## src/rtl/grant_scheduler_if.sv

```systemverilog
// rtl/grant_scheduler_if.sv - request/grant bundle between requesters and the grant scheduler
interface grant_scheduler_if;
    logic [7:0] req;
    logic       en;
    logic [2:0] sel;
    logic [7:0] gnt;
    logic       busy;

    modport master (output req, input en, sel, gnt, busy);
    modport slave  (input req, output en, sel, gnt, busy);
endinterface

```

## src/rtl/grant_scheduler.sv

```systemverilog
// rtl/grant_scheduler.sv - 8-way round-robin grant scheduler with per-ownership quantum and one-cycle gap
module grant_scheduler #(
    parameter int QUANTUM = 4
) (
    input  logic              clk,
    input  logic              rst,
    grant_scheduler_if.slave  bus
);
    typedef enum logic [1:0] {S_IDLE, S_GRANT, S_GAP} state_t;

    state_t     r_state;
    logic [2:0] r_ptr;
    logic [2:0] r_owner;
    logic [3:0] r_cnt;
    logic       r_en;
    logic [2:0] r_sel;
    logic [7:0] r_gnt;
    logic       r_busy;

    logic       w_found;
    logic [2:0] w_winner;

    // Descending scan so the smallest offset from ptr is the last (winning) assignment.
    always_comb begin
        w_found  = 1'b0;
        w_winner = r_ptr;
        for (int k = 7; k >= 0; k--) begin
            if (bus.req[r_ptr + 3'(k)]) begin
                w_found  = 1'b1;
                w_winner = r_ptr + 3'(k);
            end
        end
    end

    always_ff @(posedge clk or posedge rst) begin
        if (rst) begin
            r_state <= S_IDLE;
            r_ptr   <= 3'd0;
            r_owner <= 3'd0;
            r_cnt   <= 4'd0;
            r_en    <= 1'b0;
            r_sel   <= 3'd0;
            r_gnt   <= 8'h00;
            r_busy  <= 1'b0;
        end else begin
            case (r_state)
                S_IDLE, S_GAP: begin
                    if (w_found) begin
                        r_state <= S_GRANT;
                        r_owner <= w_winner;
                        r_cnt   <= 4'd1;
                        r_en    <= 1'b1;
                        r_sel   <= 3'd7 - w_winner;
                        r_gnt   <= 8'b1 << w_winner;
                        r_busy  <= 1'b1;
                    end else begin
                        r_state <= S_IDLE;
                        r_en    <= 1'b0;
                        r_gnt   <= 8'h00;
                        r_busy  <= 1'b0;
                    end
                end
                S_GRANT: begin
                    // Owner release and quantum expiry collapse into one exit.
                    if (!bus.req[r_owner] || r_cnt == 4'(QUANTUM)) begin
                        r_state <= S_GAP;
                        r_ptr   <= r_owner + 3'd1;
                        r_en    <= 1'b0;
                        r_gnt   <= 8'h00;
                        r_busy  <= 1'b1;
                    end else begin
                        r_cnt   <= r_cnt + 4'd1;
                    end
                end
                default: begin
                    r_state <= S_IDLE;
                    r_en    <= 1'b0;
                    r_gnt   <= 8'h00;
                    r_busy  <= 1'b0;
                end
            endcase
        end
    end

    assign bus.en   = r_en;
    assign bus.sel  = r_sel;
    assign bus.gnt  = r_gnt;
    assign bus.busy = r_busy;
endmodule

```

## src/flat_wrapper.sv

```systemverilog
// flat-port wrapper written by rule: the top's interface ports become plain ports
module grant_scheduler_flat 
#(
    parameter int QUANTUM = 4
)
  (clk, rst, bus_req, bus_en, bus_sel, bus_gnt, bus_busy);
  grant_scheduler_if bus_i ();
  input  logic clk;
  input  logic rst;
  input wire logic [$bits(bus_i.req)-1:0] bus_req;
  output wire logic [$bits(bus_i.en)-1:0] bus_en;
  output wire logic [$bits(bus_i.sel)-1:0] bus_sel;
  output wire logic [$bits(bus_i.gnt)-1:0] bus_gnt;
  output wire logic [$bits(bus_i.busy)-1:0] bus_busy;
  assign bus_i.req = bus_req;
  assign bus_en = bus_i.en;
  assign bus_sel = bus_i.sel;
  assign bus_gnt = bus_i.gnt;
  assign bus_busy = bus_i.busy;
  grant_scheduler #(.QUANTUM(QUANTUM)) u_core (.clk(clk), .rst(rst), .bus(bus_i));
endmodule
```

## config.mk

```make
export PLATFORM = sky130hd
export DESIGN_NAME = grant_scheduler_flat
export DESIGN_NICKNAME = d
export VERILOG_FILES = /design/src/rtl/grant_scheduler_if.sv /design/src/rtl/grant_scheduler.sv /design/src/flat_wrapper.sv
export SDC_FILE = /design/constraint.sdc
export NUM_CORES = 1
export LEC_CHECK = 0
export BUFFER_PORTS_ARGS = -buffer_cell sky130_fd_sc_hd__buf_4
export CAP_MARGIN = 20
export CORE_MARGIN = 5
export CORE_UTILIZATION = 29
export CTS_BUF_LIST = sky130_fd_sc_hd__clkbuf_8
export DETAILED_ROUTE_END_ITERATION = 6
export PLACE_DENSITY = 0.53
export SLEW_MARGIN = 20
export SYNTH_ARGS = -nofsm -noshare
export SYNTH_HDL_FRONTEND = slang
export SYNTH_SLANG_ARGS = --single-unit
```

## constraint.sdc

```tcl
create_clock -name clk -period 3.3 [get_ports clk]
set_input_delay 0.165 -clock clk [delete_from_list [all_inputs] [get_ports clk]]
set_output_delay 0.165 -clock clk [all_outputs]
set_load 0.005 [all_outputs]
```

==> results of run 1 <==
-- per-stage QoR --
step           area, um2  setup slack, ns
2_1_floorplan       1873          0.02393
3_3_place_gp        2143           0.3978
3_5_place_dp        2143           0.3880
4_1_cts             2198           0.3695
5_1_grt             2198           0.1129
6_report            2198           0.3690
-- kinds of logic after synthesis --
group / Yosys count
buf+inv: 20
compound gates: 48
simple gates: 58
flops: 24
mux: 24
fa+ha+maj: 5
xor+xnor: 6
-- Yosys cell counts (4+ instances only) --
| library cell | count |
|---|---|
| a21oi_1 | 7 |
| nand2_1 | 14 |
| a22o_1 | 6 |
| o21ai_1 | 6 |
| nor2_1 | 18 |
| o21ai_0 | 5 |
| clkbuf_1 | 5 |
| mux2_2 | 5 |
| nand2b_1 | 4 |
| mux4_2 | 9 |
| inv_1 | 11 |
| xor2_1 | 4 |
| mux2i_1 | 7 |
| ha_1 | 5 |
| dfrtp_1 | 24 |
-- worst max path at each step --
stage,slack [ns],depth (start not counted),to,start
floorplan,0.02,12,u_core.bus.gnt[2],u_core.r_ptr[1]
global placement,0.40,9,u_core.bus.gnt[7],u_core.r_ptr[0]
detailed placement,0.39,9,u_core.r_cnt[0],u_core.r_ptr[0]
CTS,0.37,9,u_core.r_cnt[0],u_core.r_ptr[0]
global route,0.11,9,u_core.r_cnt[0],u_core.r_ptr[0]
finish,0.37,9,u_core.r_cnt[0],u_core.r_ptr[0]
-- cells in the final DEF, fill, tap and decap left out, drive strengths merged, types with 2 or more instances in the layout --
cell type / instances
nand2: 14
nand4: 2
buf: 29
a21boi: 2
nand2b: 4
inv: 11
a22oi: 3
a21oi: 7
mux2i: 8
nor3: 3
mux2: 6
mux4: 10
and3: 4
nor2b: 5
o211ai: 2
and2: 2
dfrtp: 24
a31oi: 2
xor2: 4
ha: 5
clkbuf: 4
o22a: 2
a22o: 7
xnor2: 2
nor2: 18
nand3b: 2
o21ai: 11
-- sequential cells by signal (all words and copies together) (netlist names) --
name and count:
u_core.r_ptr 3, u_core.r_state 2, u_core.r_owner 3, u_core.bus.busy 1, u_core.r_cnt 4, u_core.bus.sel 3
u_core.bus.gnt 8
-- metal layers --
metal / wire length, um / global-route usage / vias to the layer above
met1: 1994 / 0.1463 / 715
met4: 82 / 0.03970 / 0
li1: - / - / 732
met5: 0 / 0 / -
met3: 96 / 0.01167 / 7
met2: 2122 / 0.1823 / 23
-- cell type report --
| cell class | instances | share of cell area |
|---|---|---|
| multi-input cells | 141 | 0.5401 |
| clock buffers | 4 | 0.02504 |
| repair buffers | 29 | 0.09903 |
| inverters | 11 | 0.01878 |
| flip-flops and latches | 24 | 0.2732 |
| well taps | 77 | 0.04382 |
-- worst max-delay path: stages, from the launching register on --
cell     delay, ns
dfrtp_1       0.35
inv_1         0.07
ha_1          0.44
mux4_2        0.62
a21oi_1       0.24
a22o_1        0.25
a31oi_1       0.16
buf_4         0.21
nor2_1        0.14
mux2_2        0.34
==> results.json, run 1 <==
{
  "place_congestion": 0.7911,
  "syn-mean-instance-area_um2": 10.12,
  "fin_nets": 225,
  "post-route-util": 0.3482,
  "root_buffer": "clkbuf_8",
  "yosysSeqAreaShare": 0.3206,
  "fin_skew_ns": 0.001588,
  "synth-edff-count": 0,
  "netlist.area_leader.share": 0.3206,
  "vias": 1477,
  "synth_area_leaders": "dfrtp_1, mux4_2, mux2i_1, nor2_1, ha_1",
  "setup.worst_path.class": "flop to flop",
  "syn2layout_area_growth_pct": 17.37,
  "vias_per_cell": 5.164,
  "rr_startpoint": "u_core.r_ptr[0]",
  "hold_buffers": 0,
  "r2r-end": "u_core.r_cnt[0]",
  "antenna_left": 0,
  "max_freq_ghz": 0.3412,
  "slew_headroom": 0.4032,
  "hold_path.class": "input port to asynchronous set/reset pin",
  "wl_per_cell_um": 15.02,
  "fin_hold_ws_ns": 0.09082,
  "fp.dieArea_um2": 8166,
  "crit_path_start_kind": "flop",
  "grt_overflow": 0,
  "wl_um": 4296,
  "htreeDepth": 1,
  "drv_cap": 0,
  "synth_top_family_by_area": "multiplexers",
  "drtIter0Drc": 102,
  "synth_xor_area_frac": 0.02806,
  "grt_max_degree": 25,
  "netlist_instances": 185,
  "drt_first_pass_iters": 4,
  "multiInputGateArea_um2": 1187,
  "synth-simple-area-share": 0.1650,
  "dieHeight_um": 90.37,
  "grt_pass1_vias": 1526,
  "muxShareOfSynthArea": 0.2098,
  "status": "complete, no violations",
  "end_kind": "flop",
  "drc": 0,
  "synth_fp_nets": 200,
  "io_pins": 23,
  "synth-main-ff-cell": "dfrtp_1",
  "cts_setup_buffers": 0,
  "antenna_cells": 0,
  "cts_max_path_buffers": 2,
  "fp.coreArea_um2": 6314,
  "synth-compound-area-share": 0.1977,
  "tns_ns": 0,
  "critPathMaxFanout": 12,
  "cts_resized": 0,
  "cp.arrival_ns": 3.09,
  "worstPathRequired_ns": 3.45,
  "yosys_warnings": 0,
  "clock_sinks": 24,
  "setup_viol": 0,
  "post-route-period-util": 0.8882,
  "rsz0062_at_grt": "false",
  "postSynth.asyncResetShare": 1.000,
  "port-buffer-count": 22,
  "slew_violations": 0,
  "n_fill_cell": 663,
  "dp_hpwl_um": 3374,
  "reg2reg_depth": 9,
  "finalCriticalPeriod_ns": 2.931,
  "clk_pin_slew_ns": 0.08,
  "grt_first_pass_wirelength_um": 7486,
  "layout.area.seq_um2": 600.6,
  "tightest_slew_ns": 0.8941,
  "rows": 29,
  "dp.cells": 282,
  "cts_tree": "done",
  "yosysUniqueCellTypes": 54,
  "final_cells": 286,
  "netlist_area_um2": 1873,
  "regToRegSetupSlack_ns": 0.37,
  "clk_latency_ns": 0.26,
  "antenna_found_initial": 0,
  "die_w_um": 90.37,
  "cts_buffers": 3,
  "hold_violations": 0,
  "ys_ff_latch": 24,
  "yosys.area_share.adder": 0.03340,
  "start_util": 0.2967,
  "track_usage": 0.1095,
  "drive_gt1_frac": 0.2775,
  "yosysTopAreaCell": "dfrtp_1"
}
Power of run 1 is left out: the tool's default activity adds up to more than one toggle a clock period on the data nets, which glitch-free logic cannot reach.
==> inputs of run 2 (changes only) <==
--- a/config.mk
+++ b/config.mk
@@ -5,6 +5,7 @@
 export SDC_FILE = /design/constraint.sdc
 export NUM_CORES = 1
 export LEC_CHECK = 0
+export ABC_AREA = 1
 export BUFFER_PORTS_ARGS = -buffer_cell sky130_fd_sc_hd__buf_4
 export CAP_MARGIN = 20
 export CORE_MARGIN = 5
@@ -12,6 +13,7 @@
 export CTS_BUF_LIST = sky130_fd_sc_hd__clkbuf_8
 export DETAILED_ROUTE_END_ITERATION = 6
 export PLACE_DENSITY = 0.53
+export REMOVE_ABC_BUFFERS = 1
 export SLEW_MARGIN = 20
 export SYNTH_ARGS = -nofsm -noshare
 export SYNTH_HDL_FRONTEND = slang
==> run 2 against run 1 <==
Effect of this change:
- via count increased by 10%
- setup slack improved by 0.32 ns
- clock skew grew 0.0054 ns
- fmax up 12%
- flip-flop and latch count did not move
- clock-buffer cell count stayed put
- synthesized cell count increased by 38%
- die area decreased by 6.1%
- area after synthesis decreased by 6.9%
- final cell count is 24% higher
- utilization decreased by 0.36 points
- critical path type unchanged
- critical endpoint is now u_core.bus.sel[0]
- largest cell class unchanged
==> results.json, run 2 <==
{
  "netlist.area_leader.share": 0.3443,
  "yosysSeqAreaShare": 0.3443,
  "cts_resized": 0,
  "htreeDepth": 1,
  "worstSetupEndpoint": "u_core.bus.sel[0]",
  "largest_reg_flops": 8,
  "antenna_cells": 0,
  "vias": 1627,
  "synth_area_leaders": "dfrtp_1, nand2_1, nand3_1, inv_1, nand3_2",
  "slew_violations": 0,
  "drv_cap": 0,
  "crit_start": "u_core.r_ptr[0]",
  "cts_buffers": 3,
  "root_buffer": "clkbuf_8",
  "end_kind": "flop",
  "worstPathRequired_ns": 3.46,
  "port-buffer-count": 22,
  "ys_ff_latch": 24,
  "grt_pass1_vias": 1611,
  "hold_buffers": 0,
  "clk_latency_ns": 0.26,
  "finalCriticalPeriod_ns": 2.607,
  "critPathMaxFanout": 12,
  "track_usage": 0.1238,
  "fin_nets": 295,
  "drc": 0,
  "slowest_stage": "dfrtp_1",
  "grt_max_degree": 25,
  "syn2layout_area_growth_pct": 16.28,
  "hold_violations": 0,
  "rows": 28,
  "crit_cells": 13,
  "cp_slowest_stage_delay_ns": 0.62,
  "drtIter0Drc": 73,
  "final_common_cell": "nand2_1",
  "slew_headroom": 0.3932,
  "fp.dieArea_um2": 7665,
  "tightest_slew_ns": 0.9092,
  "rsz0062_at_grt": "false",
  "setup.worst_path.class": "flop to flop",
  "tns_ns": 0,
  "worst-path-buf-inv": 4,
  "setup_viol": 0,
  "antenna_left": 0,
  "antenna_found_initial": 0,
  "die_w_um": 87.55,
  "start_util": 0.2963,
  "cts_max_path_buffers": 2,
  "rr_startpoint": "u_core.r_ptr[0]",
  "status": "complete, no violations",
  "synth-edff-count": 0,
  "fp.coreArea_um2": 5886,
  "post-route-period-util": 0.7899,
  "netlist_area_um2": 1744,
  "hold_path.class": "input port to asynchronous set/reset pin",
  "drt_first_pass_iters": 4,
  "reg2reg_depth": 13,
  "grt_overflow": 0,
  "dieHeight_um": 87.55,
  "yosysTopAreaCell": "dfrtp_1",
  "postSynth.asyncResetShare": 1.000,
  "fin_skew_ns": 0.006987,
  "path_cells": "inv_2, ha_1, inv_2, nand3_1, nand3_2, nand2_1, inv_2, nand2_2, nor3_2, nand4_1, nand2_2, inv_2, o21a_1",
  "cts_setup_buffers": 0,
  "regToRegSetupSlack_ns": 0.69,
  "cp.arrival_ns": 2.77,
  "wl_um": 4395,
  "place_congestion": 0.9705,
  "yosys-top-cells-count": "nand2_1, nand3_1, inv_1",
  "io_pins": 23,
  "yosysMostFrequentCell": "nand2_1",
  "synth-main-ff-cell": "dfrtp_1",
  "cpMostUsedCell": "inv_2",
  "wl_per_cell_um": 12.42,
  "crit_path_start_kind": "flop",
  "r2r-end": "u_core.bus.sel[0]",
  "vias_per_cell": 4.596,
  "clock_sinks": 24,
  "netlist_instances": 256,
  "clk_pin_slew_ns": 0.08,
  "final_cell_mix": "nand2_1, nand3_1, inv_1",
  "yosys_warnings": 0,
  "max_freq_ghz": 0.3836,
  "grt_first_pass_wirelength_um": 7590,
  "syn-mean-instance-area_um2": 6.813,
  "yosysUniqueCellTypes": 25,
  "drive_gt1_frac": 0.2186,
  "cp_top_family": "simple AND/OR/NAND/NOR gates",
  "cts_tree": "done",
  "dp_hpwl_um": 3561
}
[run 2: changes by cell type in the layout (fill, tap and decap cells not counted), sizes merged, moves of 6 or more]
cell   before  now
mux2        6    0
mux4       10    0
buf        29   22
nand3       1   46
a22o        7    0
nand2      14   93
inv        11   38
mux2i       8    0
[run 2: layer usage]
layer / vias up / part of all wire / GRT usage / wire length [um]
li1: 858 / - / - / -
met1: 739 / 0.48 / 0.1637 / 2128
met2: 23 / 0.48 / 0.2110 / 2088
met3: 7 / 0.026 / 0.01411 / 116
met4: 0 / 0.014 / 0.03905 / 62
met5: - / 0 / 0 / 0
[run 2: cell families (layout without fill, tap and decap cells)]
logic type               Yosys count  in the layout  synth area share
XOR/XNOR                           2              2           0.01004
buffers and inverters             41             64            0.1004
adder cells (fa/ha/maj)            5              5           0.03587
AND/OR/NAND/NOR                  158            158            0.4297
AO/OA/AOI/OAI                     26             26           0.07963
flip-flops                        24             24            0.3443
[run 2: per-stage QoR]
step	setup WS [ns]	utilization	hold WS (ns)	area [um2]	std cells
after floorplan	1.047	-	0.1796	1714	253
after global placement	0.7582	0.3352	0.4228	1973	350
after detailed placement	0.7171	0.3352	0.4196	1973	350
after CTS	0.6975	0.3446	0.1327	2028	354
after global routing	0.4357	0.3446	0.1695	2028	354
final	0.6932	0.3446	0.09537	2028	354
[run 2: worst min path at each step]
stage,start,endpoint,cells after the start
finish,rst,u_core.bus.gnt[4],2
global placement,rst,u_core.bus.gnt[0],2
CTS,rst,u_core.bus.gnt[0],2
global route,rst,u_core.bus.gnt[0],2
floorplan,rst,u_core.bus.busy,1
detailed placement,rst,u_core.bus.gnt[0],2
[run 2: area by class of cell]
type | count | area (um2)
fillers | 652 | 3857
clock buffers | 4 | 55.05
inverters | 38 | 145.1
flip-flops and latches | 24 | 600.6
repair buffers | 22 | 165.2
well taps | 75 | 93.84
multi-input cells | 191 | 968.4
Power of run 2 is left out for the same reason.
==> inputs of run 3 (changes only) <==
==> constraint.sdc (replaced) <==
create_clock -name clk -period 2.14 [get_ports clk]
set_input_delay 0.107 -clock clk [delete_from_list [all_inputs] [get_ports clk]]
set_output_delay 0.107 -clock clk [all_outputs]
set_load 0.005 [all_outputs]
==> run 3 against run 2 <==
Effect of this change:
- via count rose by 7.9%
- global-route usage fell by 0.19 points
- clock-buffer cell count did not move
- die area did not move
- final cell count rose by 5.9%
- flip-flop and latch count did not move
- first-iteration DRC count rose by 9.6%
- final area rose by 20%
- worst hold slack improved by 0.35 ns
- critical path depth rose by 1
- clock skew fell by 0.0052 ns
- largest cell class unchanged
- highest routed layer unchanged
==> results.json, run 3 (same netlist as run 2, synthesis figures left out) <==
{
  "antenna_cells": 0,
  "post-route-util": 0.4122,
  "drc": 0,
  "clock_sinks": 24,
  "antenna_found_initial": 0,
  "path_cells": "buf_6, buf_4, nand2_1, nand3_2, nand3_2, nand2_2, inv_2, nand2_2, nor3_2, nand4_1, nand2_4, nand2_4, nand2_1, o21ai_1",
  "track_usage": 0.1219,
  "grt_first_pass_wirelength_um": 7396,
  "fp.dieArea_um2": 7665,
  "hold_violations": 0,
  "crit_start": "u_core.r_ptr[0]",
  "placed_cell_area_um2": 2033,
  "slowest_stage": "dfrtp_1",
  "wl_per_cell_um": 12.71,
  "setup.worst_path.class": "flop to flop",
  "syn2layout_area_growth_pct": 39.10,
  "post-route-period-util": 0.9903,
  "clk_latency_ns": 0.26,
  "final_common_cell": "nand2_1",
  "dieHeight_um": 87.55,
  "dp_hpwl_um": 3507,
  "rows": 28,
  "finalCriticalPeriod_ns": 2.119,
  "drv_cap": 0,
  "die_w_um": 87.55,
  "vias_per_cell": 4.680,
  "cp_slowest_stage_delay_ns": 0.40,
  "dp_slack_ns": 0.01136,
  "worstPathRequired_ns": 2.30,
  "critPathMaxFanout": 7,
  "fin_nets": 316,
  "hold_path.class": "input port to asynchronous set/reset pin",
  "max_freq_ghz": 0.4719,
  "grt_pass1_vias": 1610,
  "clk_pin_slew_ns": 0.08,
  "drtIter0Drc": 80,
  "rsz0062_at_grt": "true",
  "rr_startpoint": "u_core.r_ptr[0]",
  "drt_first_pass_iters": 4,
  "fp.coreArea_um2": 5886,
  "start_util": 0.2963,
  "cts_buffers": 3,
  "slew_headroom": 0.7811,
  "slew_violations": 0,
  "worst-path-buf-inv": 3,
  "n_fill_cell": 620,
  "io_pins": 23,
  "antenna_left": 0,
  "drive_gt1_frac": 0.4167,
  "crit_path_start_kind": "flop",
  "final_cell_mix": "nand2_1, buf_4, nand3_2",
  "tightest_slew_ns": 0.3271,
  "status": "complete, no violations",
  "setup_viol": 0,
  "end_kind": "flop",
  "vias": 1755,
  "place_congestion": 0.8863,
  "finalWorstSetupSlack_ns": 0.02083,
  "root_buffer": "clkbuf_8",
  "grt_overflow": 0,
  "fin_skew_ns": 0.001780,
  "cts_max_path_buffers": 2,
  "htreeDepth": 1,
  "largest_reg_flops": 8,
  "cp_top_family": "simple AND/OR/NAND/NOR gates",
  "wl_um": 4767,
  "grt_max_degree": 25,
  "design_area_um2": 2426,
  "cts_tree": "done",
  "cp.arrival_ns": 2.28,
  "port-buffer-count": 22
}
## run 3: cell count changes in the layout (fill, tap and decap cells not counted), moves of 4 or more
cell / change
nand2_1: -12
nand3_1: -20
nand2_4: +4
inv_1: -4
nand2_2: +8
nand3_2: +18
buf_4: +18
## run 3: final timing paths
path / to / slack [ns] / cells past startpoint
hold / removal: u_core.bus.gnt[0] / 0.44 / 4
setup reg to reg: u_core.r_cnt[0] / 0.02 / 14
min in group clk: u_core.bus.gnt[4] / 0.49 / 2
max in group asynchronous: u_core.r_ptr[2] / 1.44 / 4
hold reg to reg: u_core.bus.gnt[4] / 0.49 / 2
setup / recovery: u_core.r_cnt[0] / 0.02 / 14
## run 3: metal layers
| layer | global-route usage | vias up | routed length (um) |
|---|---|---|---|
| met5 | 0 | - | 0 |
| met4 | 0.03347 | 0 | 34 |
| met3 | 0.01881 | 6 | 116 |
| met2 | 0.2055 | 34 | 2413 |
| met1 | 0.1620 | 812 | 2204 |
| li1 | - | 903 | - |
## run 3: timing repair
action                     CTS  global route
pin swaps                    1            23
setup buffers                0            12
hold buffers                 1             0
hold endpoints to repair    24             0
setup endpoints to repair    1            19
gates resized for setup      0            60
## run 3: layout make-up
cell class / instances / area [um2] / share of cell area
clock buffer: 4 / 55.05 / 0.02269
inverter: 38 / 155.1 / 0.06395
multi-input combinational: 191 / 1187 / 0.4894
sequential: 24 / 601.8 / 0.2481
tap: 75 / 93.84 / 0.03868
timing repair buffer: 43 / 332.8 / 0.1372
## run 3: stage by stage
stage	hold slack, ns	setup TNS [ns]	std cells
global route	0.4818	-0.7605	375
floorplan	0.1216	-0.9952	253
detailed placement	0.1846	0	358
finish	0.4441	0	375
CTS	0.4427	0	363
global placement	0.1782	0	358
## run 3: worst reg2reg max path: cells and delay by family (launching register included)
family	cells	cell delay [ns]
DFF	1	0.40
buffers and inverters	3	0.33
AOI/OAI and AO/OA	1	0.06
and+or+nand+nor	10	1.21
Power of run 3 is left out for the same reason.
